### src/rtl/ram_port_arb_pkg.sv
// Shared constants and helpers for the RAM port arbiter slice.
package ram_arb_pkg;

  localparam int MODE_TDM = 0;
  localparam int MODE_RR  = 1;

  // Width of a port index; callers keep n >= 2 so the result is never zero.
  function automatic int clog2(input int n);
    int r;
    r = 0;
    while ((1 << r) < n) begin
      r = r + 1;
    end
    return r;
  endfunction

endpackage

### src/rtl/ram_port_arb_if.sv
// Requester-side and RAM-side signal bundle of the arbiter. The arbiter uses
// slave; the requesters together with the RAM instance form the master side.
interface ram_port_arb_if #(
  parameter int NPORTS = 2,
  parameter int AW     = 16,
  parameter int DW     = 8
);
  logic [NPORTS-1:0]    p_req;
  logic [NPORTS-1:0]    p_we;
  logic [NPORTS*AW-1:0] p_addr;
  logic [NPORTS*DW-1:0] p_wdata;
  logic [NPORTS-1:0]    p_ack;
  logic [NPORTS*DW-1:0] p_rdata;
  logic [AW-1:0]        ram_addr;
  logic                 ram_we;
  logic [DW-1:0]        ram_wdata;
  logic [DW-1:0]        ram_rdata;

  modport master (
    output p_req, p_we, p_addr, p_wdata, ram_rdata,
    input  p_ack, p_rdata, ram_addr, ram_we, ram_wdata
  );

  modport slave (
    input  p_req, p_we, p_addr, p_wdata, ram_rdata,
    output p_ack, p_rdata, ram_addr, ram_we, ram_wdata
  );
endinterface

### src/rtl/ram_port_arb_rr_pick.sv
// Combinational picker: first set bit of elig scanning upward from ptr, wrapping.
module rr_pick #(
  parameter int NPORTS = 3,
  parameter int IW     = 2
) (
  input  logic [NPORTS-1:0] elig,
  input  logic [IW-1:0]     ptr,
  output logic [IW-1:0]     gnt_idx,
  output logic              gnt_vld
);
  localparam logic [IW:0] NP = (IW+1)'(NPORTS);

  // Scan from the farthest offset down so the nearest eligible port wins.
  always_comb begin
    logic [IW:0] sum;
    logic [IW-1:0] idx;
    gnt_idx = '0;
    gnt_vld = 1'b0;
    sum     = '0;
    idx     = '0;
    for (int off = NPORTS - 1; off >= 0; off--) begin
      sum     = {1'b0, ptr} + (IW+1)'(off);
      sum     = (sum >= NP) ? (sum - NP) : sum;
      idx     = sum[IW-1:0];
      gnt_idx = elig[idx] ? idx : gnt_idx;
      gnt_vld = gnt_vld | elig[idx];
    end
  end
endmodule

### src/rtl/ram_port_arb.sv
// Time-sliced arbiter sharing one single-port synchronous RAM between NPORTS
// requesters, using either fixed TDM slots or work-conserving round-robin.
module ram_port_arb
  import ram_arb_pkg::*;
#(
  parameter int NPORTS = 2,
  parameter int AW     = 16,
  parameter int DW     = 8,
  parameter int MODE   = MODE_TDM
) (
  input  logic           clk25,
  input  logic           rst,
  ram_port_arb_if.slave  bus
);
  localparam int IW = clog2(NPORTS);
  localparam logic [IW-1:0] LAST_IDX = IW'(NPORTS - 1);

  logic [NPORTS-1:0] busy_r;
  logic [NPORTS-1:0] elig_s;
  logic [NPORTS-1:0] grant_oh_s;
  logic              pend_rd_r;
  logic [IW-1:0]     cur_r;
  logic [IW-1:0]     cur_nxt_s;
  logic [IW-1:0]     pick_idx_s;
  logic              pick_vld_s;
  logic              grant_vld_s;

  function automatic logic [IW-1:0] next_idx(input logic [IW-1:0] idx);
    return (idx == LAST_IDX) ? '0 : idx + 1'b1;
  endfunction

  assign elig_s = bus.p_req & ~busy_r;

  // cur_r is the TDM slot in MODE_TDM and the round-robin pointer in MODE_RR.
  if (MODE == MODE_RR) begin : g_rr
    rr_pick #(
      .NPORTS (NPORTS),
      .IW     (IW)
    ) u_pick (
      .elig    (elig_s),
      .ptr     (cur_r),
      .gnt_idx (pick_idx_s),
      .gnt_vld (pick_vld_s)
    );
  end else begin : g_tdm
    assign pick_idx_s = cur_r;
    assign pick_vld_s = elig_s[cur_r];
  end

  // No access may start while reset is held, even if a requester is active.
  assign grant_vld_s = pick_vld_s & ~rst;

  assign bus.ram_addr  = bus.p_addr[int'(pick_idx_s)*AW +: AW];
  assign bus.ram_wdata = bus.p_wdata[int'(pick_idx_s)*DW +: DW];
  assign bus.ram_we    = grant_vld_s & bus.p_we[pick_idx_s];

  // One-hot of the port issued this cycle.
  always_comb begin
    grant_oh_s             = '0;
    grant_oh_s[pick_idx_s] = grant_vld_s;
  end

  // Slot advances every cycle in TDM; pointer moves past the winner in RR.
  always_comb begin
    cur_nxt_s = cur_r;
    if (MODE == MODE_TDM) begin
      cur_nxt_s = next_idx(cur_r);
    end else if (grant_vld_s) begin
      cur_nxt_s = next_idx(pick_idx_s);
    end else begin
      cur_nxt_s = cur_r;
    end
  end

  // Issue pipeline: busy_r marks the port in its ack cycle, so it doubles as p_ack.
  always_ff @(posedge clk25 or posedge rst) begin
    if (rst) begin
      busy_r    <= '0;
      pend_rd_r <= 1'b0;
      cur_r     <= '0;
    end else begin
      busy_r    <= grant_oh_s;
      pend_rd_r <= grant_vld_s & ~bus.p_we[pick_idx_s];
      cur_r     <= cur_nxt_s;
    end
  end

  assign bus.p_ack = busy_r;

  for (genvar k = 0; k < NPORTS; k++) begin : g_port
    logic          rd_ack_s;
    logic [DW-1:0] hold_r;

    assign rd_ack_s = busy_r[k] & pend_rd_r;

    // Read-data hold register, refreshed only at this port's read ack.
    always_ff @(posedge clk25 or posedge rst) begin
      if (rst) begin
        hold_r <= '0;
      end else if (rd_ack_s) begin
        hold_r <= bus.ram_rdata;
      end
    end

    assign bus.p_rdata[k*DW +: DW] = rd_ack_s ? bus.ram_rdata : hold_r;
  end
endmodule
### src/flat_wrapper.sv
// flat-port wrapper written by rule: the top's interface ports become plain ports
module ram_port_arb_flat import ram_arb_pkg::*;
#(
  parameter int NPORTS = 2,
  parameter int AW     = 16,
  parameter int DW     = 8,
  parameter int MODE   = MODE_TDM
)
  (clk25, rst, bus_p_req, bus_p_we, bus_p_addr, bus_p_wdata, bus_ram_rdata, bus_p_ack, bus_p_rdata, bus_ram_addr, bus_ram_we, bus_ram_wdata);
  ram_port_arb_if #(.NPORTS(NPORTS), .AW(AW), .DW(DW)) bus_i ();
  input  logic clk25;
  input  logic rst;
  input wire logic [$bits(bus_i.p_req)-1:0] bus_p_req;
  input wire logic [$bits(bus_i.p_we)-1:0] bus_p_we;
  input wire logic [$bits(bus_i.p_addr)-1:0] bus_p_addr;
  input wire logic [$bits(bus_i.p_wdata)-1:0] bus_p_wdata;
  input wire logic [$bits(bus_i.ram_rdata)-1:0] bus_ram_rdata;
  output wire logic [$bits(bus_i.p_ack)-1:0] bus_p_ack;
  output wire logic [$bits(bus_i.p_rdata)-1:0] bus_p_rdata;
  output wire logic [$bits(bus_i.ram_addr)-1:0] bus_ram_addr;
  output wire logic [$bits(bus_i.ram_we)-1:0] bus_ram_we;
  output wire logic [$bits(bus_i.ram_wdata)-1:0] bus_ram_wdata;
  assign bus_i.p_req = bus_p_req;
  assign bus_i.p_we = bus_p_we;
  assign bus_i.p_addr = bus_p_addr;
  assign bus_i.p_wdata = bus_p_wdata;
  assign bus_i.ram_rdata = bus_ram_rdata;
  assign bus_p_ack = bus_i.p_ack;
  assign bus_p_rdata = bus_i.p_rdata;
  assign bus_ram_addr = bus_i.ram_addr;
  assign bus_ram_we = bus_i.ram_we;
  assign bus_ram_wdata = bus_i.ram_wdata;
  ram_port_arb #(.NPORTS(NPORTS), .AW(AW), .DW(DW), .MODE(MODE)) u_core (.clk25(clk25), .rst(rst), .bus(bus_i));
endmodule
### config.mk
export PLATFORM = sky130hd
export DESIGN_NAME = ram_port_arb_flat
export DESIGN_NICKNAME = d
export VERILOG_FILES = /design/src/rtl/ram_port_arb_pkg.sv /design/src/rtl/ram_port_arb_if.sv /design/src/rtl/ram_port_arb_rr_pick.sv /design/src/rtl/ram_port_arb.sv /design/src/flat_wrapper.sv
export SDC_FILE = /design/constraint.sdc
export NUM_CORES = 1
export LEC_CHECK = 0
export ABC_AREA = 1
export BUFFER_PORTS_ARGS = -buffer_cell sky130_fd_sc_hd__clkbuf_2
export CAP_MARGIN = 15
export CORE_MARGIN = 4
export CORE_UTILIZATION = 38
export CTS_BUF_LIST = sky130_fd_sc_hd__clkbuf_2 sky130_fd_sc_hd__clkbuf_4 sky130_fd_sc_hd__clkbuf_8
export DETAILED_ROUTE_END_ITERATION = 8
export PLACE_DENSITY = 0.82
export SKIP_LAST_GASP = 1
export SYNTH_ARGS = -nofsm -noshare
export SYNTH_HDL_FRONTEND = slang
export SYNTH_SLANG_ARGS = --single-unit
### constraint.sdc
create_clock -name clk25 -period 1.45 [get_ports clk25]
set_clock_uncertainty 0.1 [all_clocks]
set_input_delay 0.29 -clock clk25 [delete_from_list [all_inputs] [get_ports clk25]]
set_output_delay 0.29 -clock clk25 [all_outputs]
set_load 0.01 [all_outputs]
==> summary by stage <==
Clocking
In this run the number of H-tree levels came out at 1. The tree is rooted in a clkbuf_4. The clock passes through at most 2 buffers.

The total clock sinks is 20. The CTS buffer count is 3. The clock latency on the worst-skew pair is 300 ps.

The clock-pin slew on the worst setup and hold paths is 110 ps. TritonCTS built the clock tree.

Pwr
The leakage power total is 1.17 nW. The worst supply voltage drop on vdd is between 0.0004 and 0.0005 V. Dividing total power by cell area gives a power density of between 800 and 900 nW/um^2.

Drt
The number of iterations in the first detailed-routing pass is 4. In the routed design, unresolved DRC markers number 0. After the first detailed-routing iteration, the DRC count stood at 49. The sum of routed wire length over all layers is 3350 um. Using the TritonRoute via totals, the vias-per-cell ratio works out to 4.48. The routed design uses 341 um of met3 wire.

The highest routing layer actually used is met4. Wire segments on met2 add up to 1670 um in the final route. The total vias in the final route is 1,354. The met1 routed wirelength after detailed routing is 1270 um. The residual antenna-violating net count after detailed routing is 0. The routed wirelength normalized by instance count is ~11 um.

Synthesis
Counting every net in the synthesized netlist gives 220. The share of synthesized area occupied by flip-flops and latches is 44.0%. The post-synthesis register bit count is 20. Synthesis produced 158 cells. The synthesized design contains 0 enable-type register cells. The share of synthesized registers carrying an async set or reset is 100%. During synthesis, Yosys emitted a total of 0 warnings. The cell area after synthesis is between 1000 and 1500 um^2. In the synthesized netlist the dominant register cell turns out to be dfrtp_1. The unique cell type count in the Yosys netlist is 14. A synthesized cell averages 7.20 um^2.

Setup path
The largest fanout on the critical path is 6. The maximum cell stage delay along the critical path is ~470 ps. The number of cells traversed by the worst register-to-register path is 7. The cell count along the critical path is 4. The slowest library cell on the worst path is dfrtp_2. For the worst setup path, the data required time is 1060 ps.

The worst setup path is of the flip-flop to output port kind. STA classifies the critical path startpoint as a flip-flop. The endpoint type of the worst setup path is an output port. Walking the worst path, the cells encountered are buf_4 > o21ai_2 > nor2_1 > buf_2. The cell family contributing the most delay on the critical path is flip-flops. The number of buffers and inverters on the critical path is 2. The arrival time of data at the critical path endpoint is about 1300 ps.

Cells and area
For this run, the share of the core covered by cells in the final layout is 66.8%. Summing all multi-input logic gate instances after layout gives roughly 570 um^2. Registers take 505 um^2. The library cells used most frequently in the layout, excluding fill and tap cells, are clkbuf_2, nand2_1, dfrtp_1. The fraction of final layout cells sized beyond drive strength 1 is ~55%. The number of antenna diodes in the final layout is 0. At the end of the flow, the number of nets in the layout was between 300 and 400. After filler insertion, the fill cell instance count of the layout stands at about 260. After routing the design area is approximately 1900 um^2. Compared with the post-synthesis result, the final layout area differs by 64.7%.

The most frequent standard cell in the layout excluding fill and tap cells is clkbuf_2.

Run
Max-cap violations in this run came to 0.

Floorplan
The floorplan step set the die width to around 63 um. The initial utilization of the core area, before any placement, comes to 40.5%. The top-level I/O count is 105.

The die covers 3930 um^2. Row generation in the floorplan step produced 19 rows. The y dimension of the die is 62.7 um. The core region is 2810 um^2.

Global route
The via count of the first global-routing pass is 1,279. For this run the aggregate overflow at the end of global routing stands at 0. The number of antenna violations at the first check in global routing came to 0.

Global routing used 16.7% of the available tracks. The largest net degree at the start of global routing is 26. The global-route wire length before repair is 5460 um.

STA
Setup repair after global routing could not meet its margin everywhere. The final period utilization is 116%. The sum of negative setup slack is -8020 ps. The minimum clock period after layout is 1690 ps.

The number of hold-slack violations in the final timing report is 0. The final max-slew violation count is 0. Derived from the worst setup path, the maximum achievable clock frequency is 0.592 GHz. The final count of negative-setup-slack endpoints is between 40 and 50. The final setup slack of the worst path is -239 ps. At the pin with the least slew margin, the transition time is 241 ps. Headroom to the max-slew limit came out at 83.9%.

Hold path
The worst hold path depth is 4. The classification of the worst-slack hold path is input port to flip-flop.

Placed design
Once detailed placement completed, the half-perimeter wirelength came to 2680 um. The total cell area at the placement stage is 1680 um^2. In this run the tool buffered the top-level ports with 104 buffer cells. At the end of routability-driven placement, the weighted congestion stood at 0.706.

Outcome
The run finished, with violations left. The final reports fail on setup timing.
area by class of cell:
cell class,count,share of cell area (%)
Sequential cell,20,27.0
Tap cell,31,2.07
Multi-Input combinational cell,118,30.4
Clock inverter,1,1.60
Clock buffer,3,1.20
Inverter,14,3.14
Timing Repair Buffer,115,34.6
registers in the layout (all words and copies together) (netlist names):
register	cells
u_core.pend_rd_r	1
u_core.bus.p_ack	2
u_core.g_port.hold_r	16
u_core.cur_r	1
final timing paths:
kind	from	to	slack [ps]
setup / recovery	u_core.cur_r	bus_ram_we	-240
max in group asynchronous	rst	u_core.bus.p_ack[0]	570
setup reg to reg	u_core.bus.p_ack[1]	u_core.bus.p_ack[1]	270
hold reg to reg	u_core.g_port[0].hold_r[0]	u_core.g_port[0].hold_r[0]	390
min in group asynchronous	rst	u_core.g_port[0].hold_r[2]	460
hold / removal	bus_p_we[0]	u_core.pend_rd_r	120
metrics by stage:
step	setup WS (ps)	cells	power, mW	hold WS, ps
floorplan	164	158	0.936	50.8
finish	-239	302	1.65	117
global route	-342	302	1.74	127
global placement	31.0	292	1.17	255
detailed placement	-8.02	292	1.18	257
CTS	-265	299	1.64	121
synthesized netlist by cell type (2+ instances only):
library cell  number  share of area, %
inv_1             12               4.0
nand2_2            3               1.7
dfrtp_1           20                44
o21ai_1            8               3.5
nand2_1           92                30
o21ai_2            9               6.9
nor2_1             3              0.99
inv_2              2              0.66
clkbuf_8           2               2.4
buf_6              3               3.0
metal layers:
metal  up-vias  GRT usage (%)
met3         6           4.68
li1        704              -
met1       575           18.4
met5         -              0
met4         0           6.34
met2        69           30.2
worst reg2reg max path, cell delays in order, from the launching register on:
cell,delay [ps]
dfrtp_2,460
buf_6,130
inv_2,40
nand2_2,40
nand2_2,50
nand3_2,60
buf_4,140
nor2_1,90
power breakdown:
part,total (mW),switching [mW],internal [mW]
logic,0.513,0.270,0.243
clock network,0.449,0.169,0.280
registers,0.688,0.0346,0.653
total,1.65,0.474,1.18
kinds of logic (layout without fill, tap and decap cells):
| logic type | count (synthesis) | after routing | share of synthesized area, % |
|---|---|---|---|
| AO/OA/AOI/OAI | 17 | 17 | 10.5 |
| flip-flops | 20 | 20 | 44.0 |
| buffers and inverters | 21 | 133 | 11.1 |
| AND/OR/NAND/NOR | 100 | 101 | 34.4 |
repair_timing:
item,in CTS,in global routing
gates resized for setup,7,21
pin swaps,3,3
cloned,1,1
buffers inserted,1,2
setup endpoints to repair,41,41
hold buffers,1,0
endpoints found under the hold margin,20,0
No activity file was read; power rests on OpenSTA's default activity.
